$ cat config.mk
export PLATFORM = sky130hd
export DESIGN_NAME = readout_sequencer
export DESIGN_NICKNAME = d
export VERILOG_FILES = /design/src/rtl/readout_sequencer.sv
export SDC_FILE = /design/constraint.sdc
export NUM_CORES = 1
export LEC_CHECK = 0
export ABC_AREA = 1
export CAP_MARGIN = 20
export CORE_MARGIN = 2
export CORE_UTILIZATION = 35
export CTS_CLUSTER_DIAMETER = 150
export DETAILED_ROUTE_END_ITERATION = 12
export PLACE_DENSITY = 0.58
export SYNTH_ARGS = -nofsm -noshare
export SYNTH_HDL_FRONTEND = slang
export SYNTH_SLANG_ARGS = --single-unit
$ cat constraint.sdc
create_clock -name iclk -period 10.4 [get_ports iclk]
set_input_delay 2.08 -clock iclk [delete_from_list [all_inputs] [get_ports iclk]]
set_output_delay 2.08 -clock iclk [all_outputs]
set_load 0.01 [all_outputs]
$ cat src/rtl/readout_sequencer.sv
// readout_sequencer: snapshots the channel words on a trigger and emits the
// enabled channels byte by byte, each byte tagged with its SPI register address.
module readout_sequencer #(
    parameter int NUM_CH    = 8,
    parameter int CH_WIDTH  = 50,
    parameter int BASE_ADDR = 4
) (
    input  logic                       iclk,
    input  logic                       rstn,
    input  logic                       trigger,
    input  logic                       abort,
    input  logic [NUM_CH-1:0]          chan_mask,
    input  logic [NUM_CH*CH_WIDTH-1:0] ch_data,
    input  logic                       byte_ready,
    output logic                       byte_valid,
    output logic [7:0]                 byte_data,
    output logic [5:0]                 byte_addr,
    output logic                       busy,
    output logic                       done,
    output logic                       trig_dropped
);

    localparam int NB = (CH_WIDTH + 7) / 8;
    localparam int CW = (NUM_CH > 1) ? $clog2(NUM_CH) : 1;
    localparam int BW = (NB > 1) ? $clog2(NB) : 1;

    typedef enum logic [1:0] {S_IDLE, S_SEND, S_DONE} state_t;

    state_t                      r_state;
    state_t                      w_state_nxt;
    logic [NUM_CH*CH_WIDTH-1:0]  r_snap;
    logic [NUM_CH-1:0]           r_mask;
    logic [CW-1:0]               r_ch;
    logic [CW-1:0]               w_ch_nxt;
    logic [CW-1:0]               w_first_ch;
    logic [CW-1:0]               w_next_ch;
    logic                        w_has_next;
    logic [BW-1:0]               r_b;
    logic [BW-1:0]               w_b_nxt;
    logic                        w_capture;
    logic                        r_drop;
    logic [NB*8-1:0]             w_word;
    logic [31:0]                 w_addr_full;

    // Lowest enabled channel of the live mask (start point) and next enabled
    // channel above the current one in the captured mask (skip costs no cycle).
    always_comb begin
        w_first_ch = '0;
        w_next_ch  = '0;
        w_has_next = 1'b0;
        for (int c = NUM_CH - 1; c >= 0; c--) begin
            if (chan_mask[c]) begin
                w_first_ch = CW'(c);
            end
            if (r_mask[c] && (c > int'(r_ch))) begin
                w_next_ch  = CW'(c);
                w_has_next = 1'b1;
            end
        end
    end

    // Next-state logic; abort takes priority over a transfer.
    always_comb begin
        w_state_nxt = r_state;
        w_ch_nxt    = r_ch;
        w_b_nxt     = r_b;
        w_capture   = 1'b0;
        case (r_state)
            S_IDLE: begin
                if (trigger) begin
                    w_capture   = 1'b1;
                    w_ch_nxt    = w_first_ch;
                    w_b_nxt     = '0;
                    w_state_nxt = (chan_mask == '0) ? S_DONE : S_SEND;
                end
            end
            S_SEND: begin
                if (abort) begin
                    w_state_nxt = S_IDLE;
                end else if (byte_ready) begin
                    if (r_b == BW'(NB - 1)) begin
                        if (w_has_next) begin
                            w_ch_nxt = w_next_ch;
                            w_b_nxt  = '0;
                        end else begin
                            w_state_nxt = S_DONE;
                        end
                    end else begin
                        w_b_nxt = r_b + 1'b1;
                    end
                end
            end
            S_DONE: begin
                w_state_nxt = S_IDLE;
            end
            default: begin
                w_state_nxt = S_IDLE;
            end
        endcase
    end

    // State register.
    always_ff @(posedge iclk or negedge rstn) begin
        if (!rstn) begin
            r_state <= S_IDLE;
        end else begin
            r_state <= w_state_nxt;
        end
    end

    // Channel/byte pointer, plus snapshot and mask captured only on an accepted trigger.
    always_ff @(posedge iclk or negedge rstn) begin
        if (!rstn) begin
            r_ch   <= '0;
            r_b    <= '0;
            r_snap <= '0;
            r_mask <= '0;
        end else begin
            r_ch <= w_ch_nxt;
            r_b  <= w_b_nxt;
            if (w_capture) begin
                r_snap <= ch_data;
                r_mask <= chan_mask;
            end
        end
    end

    // A trigger seen while busy is reported one cycle later.
    always_ff @(posedge iclk or negedge rstn) begin
        if (!rstn) begin
            r_drop <= 1'b0;
        end else begin
            r_drop <= trigger && (r_state != S_IDLE);
        end
    end

    // Output byte and address from registered pointer and snapshot only.
    always_comb begin
        w_word                 = '0;
        w_word[CH_WIDTH-1:0]   = r_snap[int'(r_ch)*CH_WIDTH +: CH_WIDTH];
        w_addr_full            = 32'(BASE_ADDR) + 32'(NB) * 32'(r_ch) + 32'(r_b);
        byte_valid             = (r_state == S_SEND);
        byte_data              = byte_valid ? w_word[8*int'(r_b) +: 8] : 8'h00;
        byte_addr              = byte_valid ? w_addr_full[5:0] : 6'd0;
        busy                   = (r_state != S_IDLE);
        done                   = (r_state == S_DONE) && !abort;
        trig_dropped           = r_drop;
    end

endmodule

[Word-level counts from Yosys, hierarchy flattened]
Index checks and enable logic that the tools add are counted.
Operators by class
  $add $sub $neg: 3
  multiplexer cells: 45
  magnitude comparators: 7
  shifts and indexed selects: 2
  reduce and logical (&&, ||, !) cells: 17
  multipliers: 2
  eq/ne operators: 12
Operators with widths (number)
  variable part select 400 x 10 -> 50 bit: 1
  two-way mux 3 bit: 25
  variable part select 56 x 7 -> 8 bit: 1
  greater-than comparator 3 bit, first input constant: 4
  two-way mux 2 bit: 6
  one-hot mux 3 bit (2 select lines): 2
  logical AND 1 bit: 9
  two-way mux 1 bit: 9
  inequality test 3 bit, second input constant: 3
  zero test 8 bit: 1
  multiplier 3 x 5 -> 8 bit, second input constant: 1
  two-way mux 8 bit: 1
  adder 3 x 6 -> 6 bit, first input constant: 1
  adder 6 x 3 -> 6 bit: 1
  greater-than comparator 2 x 3 -> 1 bit, first input constant: 2
  multiplier 3 x 3 -> 6 bit, first input constant: 1
  two-way mux 6 bit: 1
  inequality test 2 bit, second input constant: 3
  AND reduction 6 bit: 1
  AND reduction 5 bit: 1
  inequality test 2 x 1 -> 1 bit, second input constant: 2
  one-hot mux 2 bit (2 select lines): 1
  AND reduction 4 bit: 1
  nonzero test 2 bit: 2
  8 further kinds: 8
Storage, ports and cells
  input bits: 413
  flip-flop bits (word level): 417
  output and inout port bits: 18
  word-level logic and storage cells: 94

[Logic depth before layout (Yosys ltp)]
Gate-level depths: netlist of the first run.
  word-level depth: 14
  gate-level depth with buffers: 16
  depth with buffers taken out: 13

[Worst setup path before layout of the first run]
No wires, ideal clock.
  kind: reg-to-output
  start: register r_ch[1]
  end: output byte_addr[3]
  required time: 8.320 ns
  arrival: 3.092 ns
  slack: 5.228 ns
  cell stages (with the launch flop): 14
  path buffers: 2
  cells stage by stage: dfrtp_1 -> buf_2 -> inv_2 -> buf_2 -> ha_1 -> inv_1 -> fa_1 -> inv_1 -> fa_1 -> inv_1 -> ha_1 -> fa_1 -> inv_1 -> nor2_1
On the way
  cells in the longest elaborated chain, start to end: 4
RTL lines
  start: declaration: RTL line 33  | logic [CW-1:0] r_ch;
  start signal: assignment: RTL line 119  | r_ch <= w_ch_nxt;
  multiplier 3 x 3 -> 6 bit: RTL line 141  | w_addr_full = 32'(BASE_ADDR) + 32'(NB) * 32'(r_ch) + 32'(r_b);
  adder 3 x 6 -> 6 bit: RTL line 141
  adder 6 x 3 -> 6 bit: RTL line 141
  two-way mux 6 bit: RTL line 144  | byte_addr = byte_valid ? w_addr_full[5:0] : 6'd0;
  end: declaration: RTL line 17  | output logic [5:0] byte_addr,
No other way between the ends.

[Worst setup path after layout of the first run]
  start: register r_ch[0]
  end: output byte_data[1]
On the way
  cells in the longest elaborated chain, start to end: 4
RTL lines
  multiplier 3 x 5 -> 8 bit: RTL line 140  | w_word[CH_WIDTH-1:0] = r_snap[int'(r_ch)*CH_WIDTH +: CH_WIDTH];
  variable part select 400 x 10 -> 50 bit: RTL line 140
  variable part select 56 x 7 -> 8 bit: RTL line 143  | byte_data = byte_valid ? w_word[8*int'(r_b) +: 8] : 8'h00;
  two-way mux 8 bit: RTL line 143
  end: declaration: RTL line 16  | output logic [7:0] byte_data,
No other way between the ends.

==> results_dict.tcl, run 1 <==
set metrics [dict create \
    outcome "complete, no violations" \
    cp_max_fo 81 \
    p_leak_nw 13.0 \
    period_minus_slack_ns 6.46 \
    finalWorstSetupSlack_ns 3.94 \
    rsz0062_at_grt "no" \
    maxCapViolCount 0 \
    synthCells 2824 \
    via_per_inst 4.91 \
    period_share_pct 62.1 \
    arrival_ns 4.38 \
    ff_latch_area_um2 10400 \
    finalPower_w 0.00780 \
    grt_pass1_wl_mm 114 \
    rows 89 \
    initial_core_util_pct 35.3 \
    worst_ep_required_time_ns 8.32 \
    fp.dieW_um 247 \
    n_antenna_cell 0 \
    cts_buffers 48 \
    yosysWarnings 0 \
    core_um2 58700 \
    finalSetupViolCount 0 \
    synthTopCellsByArea "dfrtp_1 (50%), nand2_1 (21%), o21ai_0 (6.5%), nand3_1 (4.7%), nor2_1 (4.7%)" \
    synth_seq_area_share_pct 50.3 \
    cts_tree "done" \
    design_area_um2 26800 \
    final_common_cell "nand2_1" \
    via_count 19400 \
    drv_slew 0 \
    r2r_cells 8 \
    wirelength_mm 75.8 \
    r2r_end "r_snap[237]$_DFFE_PN0P_" \
    clock_latency_ns 0.59 \
    nets 3584 \
    post-route-drc-count 0 \
    post_cts_buffers 0 \
    place_ws_ns 4.50 \
    place.gp.congestion 0.921 \
    ys_types 34 \
    fmax_ghz 0.155 \
    synth_top_cell_area_share_pct 50.3 \
    antenna_found_initial 1 \
    cp-end-kind "primary output" \
    final_cell_mix "nand2_1 (1167), clkdlybuf4s50_1 (429), dfrtp_1 (413), o21ai_0 (270), nor2_1 (257)" \
    cts_buffer_depth 3 \
    routedWlPerCell_um 19.2 \
    path_class "reg2out" \
    portBuffers 430 \
    grt_usage_pct 24.5 \
    hold_class "reg2reg" \
    syn-num-nets 3256 \
    ctsHoldBuffers 0 \
    avgSynthCellArea_um2 7.33 \
    multi_input_comb_area_um2 8460 \
    cp-start-kind "flip-flop" \
    worstSetupEndpoint "byte_data[1]" \
    grt_max_degree 202 \
    drt-initial-drc-count 1905 \
    hpwlAfterDp_mm 54.1 \
    tightestPinTransition_ns 1.13 \
    setup_tns_ns 0 \
    fp.dieH_um 247 \
    die_area_um2 61100 \
    maxSlewHeadroom_pct 24.8 \
    dr.pass1.iters 6 \
    ys_ff_latch 416 \
    reg2reg_from "r_state[1]$_DFFE_PN0P_" \
    skew_ns 0.0171 \
    antenna_left 0 \
    area_growth_pct 29.6 \
    syn_area_um2 20700 \
    cts_num_sinks 416 \
    p_per_area_nw_per_um2 291 \
    report.final.hold_viol_count 0 \
    grt_pass1_vias 19200 \
    setup.worst_path.start "r_ch[0]$_DFFE_PN0P_" \
    r2r_slack_ns 7.08 \
    post_cts_resized 0 \
    nFillCells 5903 \
    worst_ir_drop_vdd_mv 0.138 \
    pin_count 431 \
    yosysTopAreaCell "dfrtp_1" \
    placed_area_um2 25300 \
    drive_gt1_share_pct 3.42 \
    overflow 0 \
    path_clk_slew_ns 0.06 \
    clockRootBuffer "clkbuf_16" \
    h-tree-depth 2 \
]
[worst min-delay path by stage]
stage,start,endpoint,slack [ns],depth (start not counted)
final,r_snap[11]$_DFFE_PN0P_,r_snap[11]$_DFFE_PN0P_,0.47,2
after global routing,r_snap[243]$_DFFE_PN0P_,r_snap[243]$_DFFE_PN0P_,0.48,2
after CTS,r_snap[70]$_DFFE_PN0P_,r_snap[70]$_DFFE_PN0P_,0.47,2
after detailed placement,r_snap[349]$_DFFE_PN0P_,r_snap[349]$_DFFE_PN0P_,0.45,2
after global placement,r_snap[349]$_DFFE_PN0P_,r_snap[349]$_DFFE_PN0P_,0.45,2
after floorplan,r_snap[134]$_DFFE_PN0P_,r_snap[134]$_DFFE_PN0P_,0.44,2
[cells in the mapped netlist]
master    count
a21boi_0      1
a21o_1        1
a21oi_1      17
buf_1         8
buf_2       103
buf_4        15
buf_6         7
buf_8         1
clkbuf_1     39
clkinv_1      3
dfrtp_1     416
fa_1          3
ha_1         16
inv_1       239
inv_2         4
inv_4         1
nand2_1    1167
nand3_1     194
nand3_2       1
nand4_1       3
nor2_1      257
nor2_2        2
nor2_4        1
nor3_1        4
o211ai_1     26
o21ai_0     270
o21ai_1      15
o21ai_2       2
o21bai_1      2
o22ai_1       2
o311ai_0      1
o31a_1        1
or2_4         1
xnor2_1       1
[layer usage]
metal  share of wire (%)  vias to the layer above  global-route usage [%]
met5               0.017                        -                       0
met4                 3.1                        2                    8.08
met3                 7.2                      120                    4.14
met2                  47                      711                    39.7
met1                  43                     9236                    33.2
li1                    -                     9373                       -
[state kept, by name, summed over array words and instances, names as in the netlist]
signal	count
r_b	3
r_ch	3
trig_dropped	1
r_mask	7
r_state	2
r_snap	400
[critical path, cell delays in order (launching register included)]
cell	delay, ns
dfrtp_4	0.77
buf_4	0.57
buf_4	0.71
o21ai_0	0.22
o22ai_1	0.19
nor2_1	0.09
nor2_1	0.16
a21oi_1	0.08
a21oi_1	0.34
clkdlybuf4s50_1	0.60
[kinds of logic after synthesis]
logic type | after synthesis | share of synthesized area, %
simple gates | 1630 | 30.9
buf+inv | 420 | 8.84
flops | 416 | 50.3
compound gates | 338 | 8.62
fa+ha+maj | 19 | 1.26
xor+xnor | 1 | 0.0423
[power breakdown]
| part | switching, W | internal, W |
|---|---|---|
| sequential | 0.000425 | 0.00239 |
| clock | 0.000695 | 0.000996 |
| combinational | 0.00219 | 0.00110 |
| total | 0.00331 | 0.00449 |
[area by class of cell]
type	instances	area share, %
Multi-Input combinational cell	1988	31.5
Sequential cell	416	38.8
Tap cell	773	3.61
Clock inverter	13	0.555
Timing Repair Buffer	451	16.8
Inverter	247	3.49
Clock buffer	68	5.17
[through the flow]
step,hold WS (ns),instances,utilization [%]
final,0.469,3956,45.7
after floorplan,0.437,2824,-
after global routing,0.484,3956,45.7
after global placement,0.449,3874,43.0
after CTS,0.469,3955,45.7
after detailed placement,0.454,3874,43.0
No activity file was read; power rests on OpenSTA's default activity.
==> run 2: changes to the inputs <==
--- a/config.mk
+++ b/config.mk
@@ -11,7 +11,7 @@
 export CORE_UTILIZATION = 35
 export CTS_CLUSTER_DIAMETER = 150
 export DETAILED_ROUTE_END_ITERATION = 12
-export PLACE_DENSITY = 0.58
+export PLACE_DENSITY = 0.6
 export SYNTH_ARGS = -nofsm -noshare
 export SYNTH_HDL_FRONTEND = slang
 export SYNTH_SLANG_ARGS = --single-unit
==> constraint.sdc (replaced) <==
create_clock -name iclk -period 5.18 [get_ports iclk]
set_input_delay 1.036 -clock iclk [delete_from_list [all_inputs] [get_ports iclk]]
set_output_delay 1.036 -clock iclk [all_outputs]
set_load 0.01 [all_outputs]
==> run 2 against run 1 <==
Compared with the run above:
- core utilization increased by 0.32 points
- register-to-register slack got worse by 4.7 ns
- first-iteration DRC count decreased by 22%
- sequential cell count unchanged
- non-clock buffer count unchanged
- sequential power increased by 94%
- die area unchanged
- combinational power increased by 100%
- count of clock-buffer cells in the layout decreased by 1
- largest cell class unchanged
==> results_dict.tcl, run 2 (synthesized netlist as in run 1, its figures left out) <==
set metrics [dict create \
    reg.largest.list "r_snap (400), r_mask (7)" \
    post_cts_buffers 0 \
    drv_slew 0 \
    final_cell_mix "nand2_1 (1167), clkdlybuf4s50_1 (429), dfrtp_1 (413), o21ai_0 (270), nor2_1 (257)" \
    antenna_left 0 \
    final_common_cell "nand2_1" \
    p_comb_share_pct 42.5 \
    routedWlPerCell_um 18.1 \
    largest_register_ffs 400 \
    cp_num_buf_inv 6 \
    p_leak_nw 13.1 \
    overflow 0 \
    reg2reg_from "r_state[1]$_DFFE_PN0P_" \
    finalSetupViolCount 0 \
    max_stage_delay_ns 0.56 \
    placed_area_um2 25300 \
    fp.dieH_um 247 \
    area_growth_pct 30.5 \
    grt_usage_pct 23.3 \
    intPower_w 0.00918 \
    clockRootBuffer "clkbuf_16" \
    post_cts_resized 0 \
    drt-initial-drc-count 1490 \
    h-tree-depth 2 \
    switching_share_pct 41.4 \
    r2r_cells 7 \
    cts_buffer_depth 3 \
    rsz0062_at_grt "no" \
    r2r_end "r_snap[212]$_DFFE_PN0P_" \
    fp.dieW_um 247 \
    nets 3583 \
    crit_top_cell "inv_1" \
    cp-start-kind "flip-flop" \
    cp_max_fo 5 \
    via_count 19200 \
    maxCapViolCount 0 \
    path_clk_slew_ns 0.06 \
    worst_ep_required_time_ns 4.14 \
    initial_core_util_pct 35.3 \
    antenna_found_initial 10 \
    dr.pass1.iters 7 \
    hpwlAfterDp_mm 49.9 \
    period_share_pct 95.8 \
    switchingPower_w 0.00649 \
    p_per_area_nw_per_um2 580 \
    worstPathCellList "inv_2 > ha_1 > inv_1 > fa_1 > inv_1 > fa_1 > inv_1 > ha_1 > fa_1 > inv_1 > nor2_1 > clkdlybuf4s50_1" \
    via_per_inst 4.84 \
    ctsHoldBuffers 0 \
    place.gp.congestion 0.882 \
    worst_ir_drop_vdd_mv 0.370 \
    clock_latency_ns 0.60 \
    cts_tree "done" \
    arrival_ns 3.93 \
    grt_pass1_wl_mm 110 \
    cp_slowest_cell "clkdlybuf4s50_1" \
    cts_buffers 47 \
    p_clk_share_pct 22.5 \
    worstSetupEndpoint "byte_addr[3]" \
    report.final.hold_viol_count 0 \
    core_um2 58700 \
    seq_power_share_pct 34.9 \
    path_class "reg2out" \
    design_area_um2 27000 \
    regMostFlops "r_snap" \
    fmax_ghz 0.202 \
    maxSlewHeadroom_pct 18.6 \
    post-route-drc-count 0 \
    setup_tns_ns 0 \
    period_minus_slack_ns 4.96 \
    pin_count 431 \
    setup.worst_path.start "r_ch[1]$_DFFE_PN0P_" \
    crit_family "adder cells" \
    die_area_um2 61100 \
    cp.depth 12 \
    portBuffers 430 \
    hold_class "reg2reg" \
    grt_max_degree 276 \
    r2r_slack_ns 2.34 \
    tightestPinTransition_ns 1.22 \
    skew_ns 0.0200 \
    cts_num_sinks 416 \
    cp-end-kind "primary output" \
    outcome "complete, no violations" \
    grt_pass1_vias 19300 \
    rows 89 \
    drive_gt1_share_pct 3.55 \
    wirelength_mm 71.8 \
]
## run 2: changes by cell type in the layout (fill, tap and decap cells not counted)
cell	delta
buf_12	+5
buf_16	+1
buf_4	-6
bufinv_16	+3
clkbuf_16	-1
clkinv_2	-1
clkinv_4	+1
clkinv_8	+1
clkinvlp_4	+1
diode_2	+4
## run 2: power by group through the flow
stage | Sequential, W | Combinational (W) | Clock (W)
2_1_floorplan | 0.00529 | 0.00460 | 0
6_report | 0.00547 | 0.00667 | 0.00353
5_1_grt | 0.00563 | 0.00764 | 0.00371
3_3_place_gp | 0.00546 | 0.00660 | 0
3_5_place_dp | 0.00552 | 0.00669 | 0
4_1_cts | 0.00547 | 0.00673 | 0.00360
## run 2: worst min path at each step
stage                              endpoint  slack (ns)  cells after the start                     from
floorplan           r_snap[134]$_DFFE_PN0P_        0.44                      2  r_snap[134]$_DFFE_PN0P_
global placement    r_snap[138]$_DFFE_PN0P_        0.45                      2  r_snap[138]$_DFFE_PN0P_
detailed placement   r_snap[72]$_DFFE_PN0P_        0.45                      2   r_snap[72]$_DFFE_PN0P_
CTS                  r_snap[72]$_DFFE_PN0P_        0.47                      2   r_snap[72]$_DFFE_PN0P_
global route         r_snap[30]$_DFFE_PN0P_        0.48                      2   r_snap[30]$_DFFE_PN0P_
finish               r_snap[72]$_DFFE_PN0P_        0.47                      2   r_snap[72]$_DFFE_PN0P_
## run 2: worst register-to-register path, delay by kind of cell (launching register included)
family / cells / cell delay (ns)
buf+inv: 3 / 1.33
compound gates: 1 / 0.13
flops: 1 / 0.42
simple gates: 3 / 0.86
## run 2: final cells by class
type	count	area [µm²]
Fill cell	5851	31700
Clock inverter	18	267
Inverter	247	937
Timing Repair Buffer	451	4590
Multi-Input combinational cell	1988	8460
Sequential cell	416	10400
Antenna cell	4	10.0
Tap cell	773	967
Clock buffer	67	1360
## run 2: through the flow
step | utilization, % | hold WS, ns | cells | setup slack [ns] | power, W
floorplan | - | 0.437 | 2824 | 1.05 | 0.00990
global placement | 43.2 | 0.448 | 3874 | 0.771 | 0.0121
detailed placement | 43.2 | 0.454 | 3874 | 0.820 | 0.0122
CTS | 46.0 | 0.469 | 3959 | 0.174 | 0.0158
global route | 46.0 | 0.481 | 3963 | 0.0363 | 0.0170
finish | 46.0 | 0.466 | 3964 | 0.218 | 0.0157
## run 2: per-layer routing
layer  wire length, µm  vias to the layer above  track usage (%)
met5                64                        -                0
met4              2170                       10             8.22
met3              4390                      117             3.68
met2             33000                      573             37.5
met1             32200                     9076             31.6
li1                  -                     9390                -
==> run 3: changes to the inputs <==
--- a/config.mk
+++ b/config.mk
@@ -9,7 +9,7 @@
 export CAP_MARGIN = 20
 export CORE_MARGIN = 2
 export CORE_UTILIZATION = 35
-export CTS_CLUSTER_DIAMETER = 150
+export CTS_CLUSTER_DIAMETER = 100
 export DETAILED_ROUTE_END_ITERATION = 12
 export PLACE_DENSITY = 0.6
 export SYNTH_ARGS = -nofsm -noshare
==> results of run 3 <==
Final layout, timing and power as in run 2 (identical DEF).
